<file path="config.mk">
export PLATFORM = sky130hd
export DESIGN_NAME = exe_operand_forward
export DESIGN_NICKNAME = d
export VERILOG_FILES = /design/src/rtl/exe_operand_forward_pkg.sv /design/src/rtl/fwd_result_slot.sv /design/src/rtl/exe_operand_forward.sv
export SDC_FILE = /design/constraint.sdc
export NUM_CORES = 1
export LEC_CHECK = 0
export CAP_MARGIN = 20
export CORE_MARGIN = 2
export CORE_UTILIZATION = 45
export DETAILED_ROUTE_END_ITERATION = 16
export DONT_BUFFER_PORTS = 1
export PLACE_DENSITY = 0.59
export SYNTH_ARGS = -nofsm -noshare
export SYNTH_HDL_FRONTEND = slang
export SYNTH_HIERARCHICAL = 1
export SYNTH_SLANG_ARGS = --single-unit
</file>
<file path="constraint.sdc">
create_clock -name CLK -period 1.64 [get_ports CLK]
set_input_delay 0.328 -clock CLK [delete_from_list [all_inputs] [get_ports CLK]]
set_output_delay 0.328 -clock CLK [all_outputs]
set_load 0.01 [all_outputs]
</file>
<file path="src/rtl/exe_operand_forward_pkg.sv">
// Shared pipeline definitions for operand forwarding.
// Select codes, FSM encoding and default width.
package exe_operand_forward_pkg;

  localparam int WIDTH_DEF = 32;

  localparam logic [1:0] SEL_REG = 2'd0;
  localparam logic [1:0] SEL_EXE = 2'd1;
  localparam logic [1:0] SEL_MEM = 2'd2;
  localparam logic [1:0] SEL_WB  = 2'd3;

  typedef enum logic {
    RUN       = 1'b0,
    LOAD_WAIT = 1'b1
  } fwd_state_e;

endpackage

</file>
<file path="src/rtl/fwd_result_slot.sv">
// One history slot: value, valid and load-pending flag.
// Shifts in every clock; a pending entry can be filled on the way in.
import exe_operand_forward_pkg::*;

module fwd_result_slot #(
  parameter int WIDTH = WIDTH_DEF
) (
  input  logic             CLK,
  input  logic             RESET,
  input  logic [WIDTH-1:0] in_value,
  input  logic             in_valid,
  input  logic             in_pending,
  input  logic             fill_en,
  input  logic [WIDTH-1:0] fill_value,
  output logic [WIDTH-1:0] value,
  output logic             valid,
  output logic             pending
);

  // Shift the incoming entry in, replacing a pending value with fill data.
  always_ff @(posedge CLK or negedge RESET) begin
    if (!RESET) begin
      value   <= '0;
      valid   <= 1'b0;
      pending <= 1'b0;
    end else begin
      valid <= in_valid;
      if (fill_en && in_pending) begin
        value   <= fill_value;
        pending <= 1'b0;
      end else begin
        value   <= in_value;
        pending <= in_pending;
      end
    end
  end

endmodule

</file>
<file path="src/rtl/exe_operand_forward.sv">
// Operand delivery into EXE with result history,
// load-use detection and ID freeze.
import exe_operand_forward_pkg::*;

module exe_operand_forward #(
  parameter int WIDTH = WIDTH_DEF
) (
  input  logic             CLK,
  input  logic             RESET,
  input  logic             ID_Valid,
  input  logic [1:0]       A_Select,
  input  logic [1:0]       B_Select,
  input  logic [WIDTH-1:0] RegA_In,
  input  logic [WIDTH-1:0] RegB_In,
  input  logic [WIDTH-1:0] EXE_Result,
  input  logic             EXE_Valid,
  input  logic             EXE_Is_Load,
  input  logic [WIDTH-1:0] MEM_Load_Data,
  input  logic             MEM_Load_Valid,
  input  logic             Stall_In,
  output logic [WIDTH-1:0] Op_A,
  output logic [WIDTH-1:0] Op_B,
  output logic             Op_Valid,
  output logic             Stall_Out
);

  fwd_state_e state_q, state_d;

  logic [WIDTH-1:0] s1_value, s2_value;
  logic             s1_valid, s2_valid;
  logic             s1_pending, s2_pending;

  logic [1:0]       held_a, held_b;
  logic             held_en;
  logic             op_en;
  logic             op_valid_d;
  logic             hazard;
  logic [WIDTH-1:0] a_d, b_d;

  fwd_result_slot #(.WIDTH(WIDTH)) u_s1 (
    .CLK       (CLK),
    .RESET     (RESET),
    .in_value  (EXE_Result),
    .in_valid  (EXE_Valid),
    .in_pending(EXE_Valid & EXE_Is_Load),
    .fill_en   (1'b0),
    .fill_value({WIDTH{1'b0}}),
    .value     (s1_value),
    .valid     (s1_valid),
    .pending   (s1_pending)
  );

  fwd_result_slot #(.WIDTH(WIDTH)) u_s2 (
    .CLK       (CLK),
    .RESET     (RESET),
    .in_value  (s1_value),
    .in_valid  (s1_valid),
    .in_pending(s1_pending),
    .fill_en   (MEM_Load_Valid),
    .fill_value(MEM_Load_Data),
    .value     (s2_value),
    .valid     (s2_valid),
    .pending   (s2_pending)
  );

  // Normal forwarding mux; an invalid source falls back to the reg file.
  function automatic logic [WIDTH-1:0] pick_run(
    input logic [1:0]       sel,
    input logic [WIDTH-1:0] reg_v,
    input logic [WIDTH-1:0] exe_v,
    input logic             exe_ok,
    input logic [WIDTH-1:0] s1_v,
    input logic             s1_ok,
    input logic [WIDTH-1:0] s2_v,
    input logic             s2_ok
  );
    logic [WIDTH-1:0] r;
    r = reg_v;
    unique case (sel)
      SEL_EXE: if (exe_ok) r = exe_v;
      SEL_MEM: if (s1_ok) r = s1_v;
      SEL_WB:  if (s2_ok) r = s2_v;
      default: r = reg_v;
    endcase
    return r;
  endfunction

  // Held selects aged one stage: the load now sits in MEM.
  function automatic logic [WIDTH-1:0] pick_wait(
    input logic [1:0]       sel,
    input logic [WIDTH-1:0] reg_v,
    input logic [WIDTH-1:0] ld_v,
    input logic [WIDTH-1:0] s2_v,
    input logic             s2_ok
  );
    logic [WIDTH-1:0] r;
    r = reg_v;
    unique case (sel)
      SEL_EXE: r = ld_v;
      SEL_MEM: if (s2_ok) r = s2_v;
      default: r = reg_v;
    endcase
    return r;
  endfunction

  assign hazard = ID_Valid & EXE_Valid & EXE_Is_Load
                & ((A_Select == SEL_EXE) | (B_Select == SEL_EXE));

  // Next state, stall and operand-load decisions.
  always_comb begin
    state_d    = state_q;
    Stall_Out  = 1'b0;
    op_en      = 1'b0;
    op_valid_d = 1'b0;
    held_en    = 1'b0;
    a_d = pick_run(A_Select, RegA_In, EXE_Result, EXE_Valid,
                   s1_value, s1_valid, s2_value, s2_valid);
    b_d = pick_run(B_Select, RegB_In, EXE_Result, EXE_Valid,
                   s1_value, s1_valid, s2_value, s2_valid);
    unique case (1'b1)
      (state_q == RUN): begin
        if (Stall_In) begin
          op_valid_d = 1'b0;
        end else if (hazard) begin
          Stall_Out = 1'b1;
          held_en   = 1'b1;
          state_d   = LOAD_WAIT;
        end else begin
          op_en      = 1'b1;
          op_valid_d = ID_Valid;
        end
      end
      (state_q == LOAD_WAIT): begin
        a_d = pick_wait(held_a, RegA_In, MEM_Load_Data,
                        s2_value, s2_valid);
        b_d = pick_wait(held_b, RegB_In, MEM_Load_Data,
                        s2_value, s2_valid);
        if (MEM_Load_Valid) begin
          op_en      = 1'b1;
          op_valid_d = 1'b1;
          state_d    = RUN;
        end else begin
          Stall_Out = 1'b1;
        end
      end
      default: state_d = RUN;
    endcase
  end

  // State, held selects and registered operands.
  always_ff @(posedge CLK or negedge RESET) begin
    if (!RESET) begin
      state_q  <= RUN;
      held_a   <= 2'd0;
      held_b   <= 2'd0;
      Op_A     <= '0;
      Op_B     <= '0;
      Op_Valid <= 1'b0;
    end else begin
      state_q  <= state_d;
      Op_Valid <= op_valid_d;
      if (held_en) begin
        held_a <= A_Select;
        held_b <= B_Select;
      end
      if (op_en) begin
        Op_A <= a_d;
        Op_B <= b_d;
      end
    end
  end

endmodule
</file>
# Word level (Yosys, flattened, before mapping)
# Index checks and enable logic that the tools add are counted.
# op_classes
order_cmp	0
div_mod_pow	0
eq_ne	10
multipliers	0
n_bitwise	6
n_shift	0
add_sub_neg	0
reduce_logical	1
n_mux	25
# op_table
op	n
32-bit two-way mux	9
32-bit one-hot mux with 3 select lines	2
32-bit one-hot mux with 2 select lines	2
2-bit == test, second input constant	6
1-bit two-way mux	9
2-bit by 1-bit == test with 1-bit output, second input constant	4
1-bit one-hot mux with 2 select lines	3
1-bit AND	4
1-bit logical AND	1
1-bit NOT	1
1-bit bitwise OR	1
# word_totals
latchBits	0
mem_bits_ro	0
mem_bits_rw	0
out_inout_bits	66
n_memories	0
ff_bits	137

# Logic depth before layout (Yosys ltp)
# logic_depth
ltp_word	6
mapped_depth	8
depth_no_buf	6

# Hierarchy
# Netlist, hierarchy kept.
# by_module_without_submodules
mod	area_each_um2	seq_area_each_um2	cells_each	instances
exe_operand_forward	8479.4	1751.7	1057	1
fwd_result_slot	1403.8	850.8	71	2

# Least setup slack after synthesis
# OpenSTA, ideal clock, no wires.
# synth_timing
kind	register to output
start	register state_q
end	output Stall_Out
arrival_time_ps	1437
required_ps	1312
slack_ps	-125
path_stages_with_launch	7
path_cell_list	dfrtp_1 > buf_6 > and4b_4 > o21ai_4 > buf_6 > buf_6 > o22ai_1
# synth_between
elab_chain_cells	2
# synth_rtl
element	line_no	text
start: declaration	exe_operand_forward.sv:27	fwd_state_e state_q, state_d;
start signal: assignment	exe_operand_forward.sv:160	state_q <= state_d;
1-bit NOT	exe_operand_forward.sv:121	(state_q == RUN): begin
1-bit one-hot mux with 2 select lines *	exe_operand_forward.sv:120	unique case (1'b1)
end: declaration	exe_operand_forward.sv:24	output logic Stall_Out
# Every way passes the cells marked *; elsewhere a longest branch is shown, timed or not.

# Worst setup path in the final report
# Ends and elaborated chain as after synthesis.

==> results_dict.tcl <==
set metrics [dict create \
    routabilityCongestion 0.843 \
    fin_nets 1356 \
    grt_pass1_wl_mm 65.8 \
    clkTransAtPathRegs_ns 0.06 \
    maxCapViolations 0 \
    power.internal_uw 8080 \
    fp.dieH_um 162 \
    dpl_cell_area_um2 11700 \
    finalPower_uw 12600 \
    worst_pin_slew_ns 0.831 \
    hold_viol_final 137 \
    powerDensity_nw_per_um2 966 \
    finalSetupViolCount 59 \
    drt_pass1_iterations 9 \
    crit_type "flip-flop to output port" \
    routed_wl_mm 44.5 \
    syn_avg_cell_area_um2 9.40 \
    final_cells 1548 \
    synth_warnings 6 \
    num_antenna_cells 0 \
    wl_per_cell_um 28.7 \
    design_area_um2 13100 \
    pwr-share-clk 0.303 \
    p_sw_frac 0.361 \
    cts_hold_buffers 1 \
    comb_power_share 0.342 \
    outcome "complete, but fails checks" \
    slew_headroom 0.446 \
    cts_buffers 17 \
    hp-class "input port to asynchronous set/reset pin" \
    seq_power_share 0.355 \
    max_freq_mhz 511 \
    p_leak_uw 0.00531 \
    setup_tns_ns -9.58 \
    setup_slack_ns -0.317 \
    drc 0 \
    postRouteAntennaNets 0 \
    cts_max_level 4 \
    irDropWorstVdd_uv 882 \
    cp-end-kind "output port" \
    row_count 57 \
    die_x_um 162 \
    ioPinCount 205 \
    grt_start_max_net_pins 138 \
    clock_skew_ns 0.0122 \
    overflow 0 \
    path_max_fanout 4 \
    violations "hold timing, setup timing" \
    cts_num_sinks 137 \
    fin_crit_sh 1.19 \
    dpl.hpwl_mm 26.6 \
    portBuffers 0 \
    drtIter0Drc 1285 \
    post-route-min-period_ns 1.96 \
    first_global_vias 10600 \
    placedCellCount 1482 \
    antenna_found_initial 0 \
    grt_use_total 0.327 \
    hold_slack_ns -0.404 \
    core_area_um2 24500 \
    initial_core_util 0.460 \
    final.fill_count 2219 \
    syn2layout_area_growth_pct 16.3 \
    p_sw_uw 4570 \
    die_area_um2 26300 \
    cp.arrival_ns 1.63 \
    critPathLaunchType "flip-flop" \
    cts_tree "done" \
    synth_cells 1197 \
    rsz0062_at_grt "true" \
    num_vias 10700 \
    netlist_area_um2 11300 \
    cts_root_buffer "clkbuf_16" \
    clock_latency_ns 0.43 \
    via_per_inst 6.89 \
    slew_violations 0 \
    drive_gt1_frac 0.224 \
    clock_path_buffers 2 \
    worstPathRequired_ns 1.31 \
]
power by group through the flow:
stage | Sequential [µW] | Combinational (µW) | Clock (µW)
6_report | 4490 | 4330 | 3830
2_1_floorplan | 4310 | 2750 | 0
3_3_place_gp | 4520 | 3580 | 0
3_5_place_dp | 4520 | 3640 | 0
4_1_cts | 4470 | 4120 | 3860
5_1_grt | 4550 | 4640 | 3990
layer usage:
metal,share of wire,up-vias,track usage
li1,-,4640,-
met4,0.027,0,0.113
met5,0,-,0
met1,0.39,5261,0.418
met3,0.11,90,0.0970
met2,0.47,667,0.526
per-stage QoR:
stage | setup WS, ns | hold slack (ns) | util
after floorplan | -0.0110 | 0.0324 | -
after global placement | -0.502 | 0.0393 | 0.478
after detailed placement | -0.413 | 0.0384 | 0.478
after CTS | -0.316 | -0.412 | 0.522
after global routing | -0.347 | -0.423 | 0.535
final | -0.317 | -0.404 | 0.535
sequential cells by signal (all words and copies together) (netlist names), 2 cells and up:
name        cells
Op_A           32
held_b          2
Op_B           32
held_a          2
u_s1/value     32
u_s2/value     32
what timing repair did:
action	CTS	global route
cloned	5	7
setup buffers	19	6
pin swaps	41	10
hold endpoints to repair	138	137
resized for setup	47	27
setup endpoints to repair	70	66
worst max-delay path: stages (launching register included):
cell	delay, ns
dfrtp_2	0.45
and4b_4	0.35
buf_6	0.10
o21ai_4	0.05
buf_8	0.12
o22ai_4	0.14
worst paths after layout:
kind | depth (start not counted) | end | start | slack [ns]
setup reg to reg | 7 | held_a[1] | state_q | -0.21
setup / recovery | 5 | Stall_Out | state_q | -0.32
hold reg to reg | 1 | u_s2/value[28] | u_s1/value[28] | 0.54
max in group asynchronous | 0 | state_q | RESET | 1.69
hold / removal | 0 | u_s1/value[10] | RESET | -0.40
min in group CLK | 1 | state_q | Stall_In | 0.01
layout by cell type (no fill, tap or decap), types with 3 or more instances in the layout:
cell and count:
conb_1 34, clkbuf_8 4, o21a_1 20, o211ai_1 31, a21oi_4 7, inv_1 3, a32oi_1 29, ha_4 3
nor2_4 6, o21ai_0 68, buf_6 10, buf_16 3, a31oi_1 97, a222oi_1 16, nor2b_1 5, o221ai_1 44
nor2_1 42, o2111ai_2 18, mux2i_1 128, buf_12 31, buf_4 45, mux2_2 4, nand2b_1 66, mux2_4 64
inv_2 3, and2_1 3, o22ai_1 64, a21oi_1 29, o21ai_1 17, a21oi_2 26, nand3b_1 19, clkinv_2 3
nand2_1 92, dfrtp_1 134, clkbuf_16 23
area by class of cell:
type | instances | area [µm²] | share of cell area
multi-input cells | 953 | 7300 | 0.558
inverters | 6 | 22.5 | 0.00172
clock inverters | 7 | 68.8 | 0.00526
well taps | 324 | 405 | 0.0310
clock buffers | 23 | 488 | 0.0373
repair buffers | 98 | 1360 | 0.104
flip-flops and latches | 137 | 3440 | 0.263
Power figures use the tool's default switching activity.
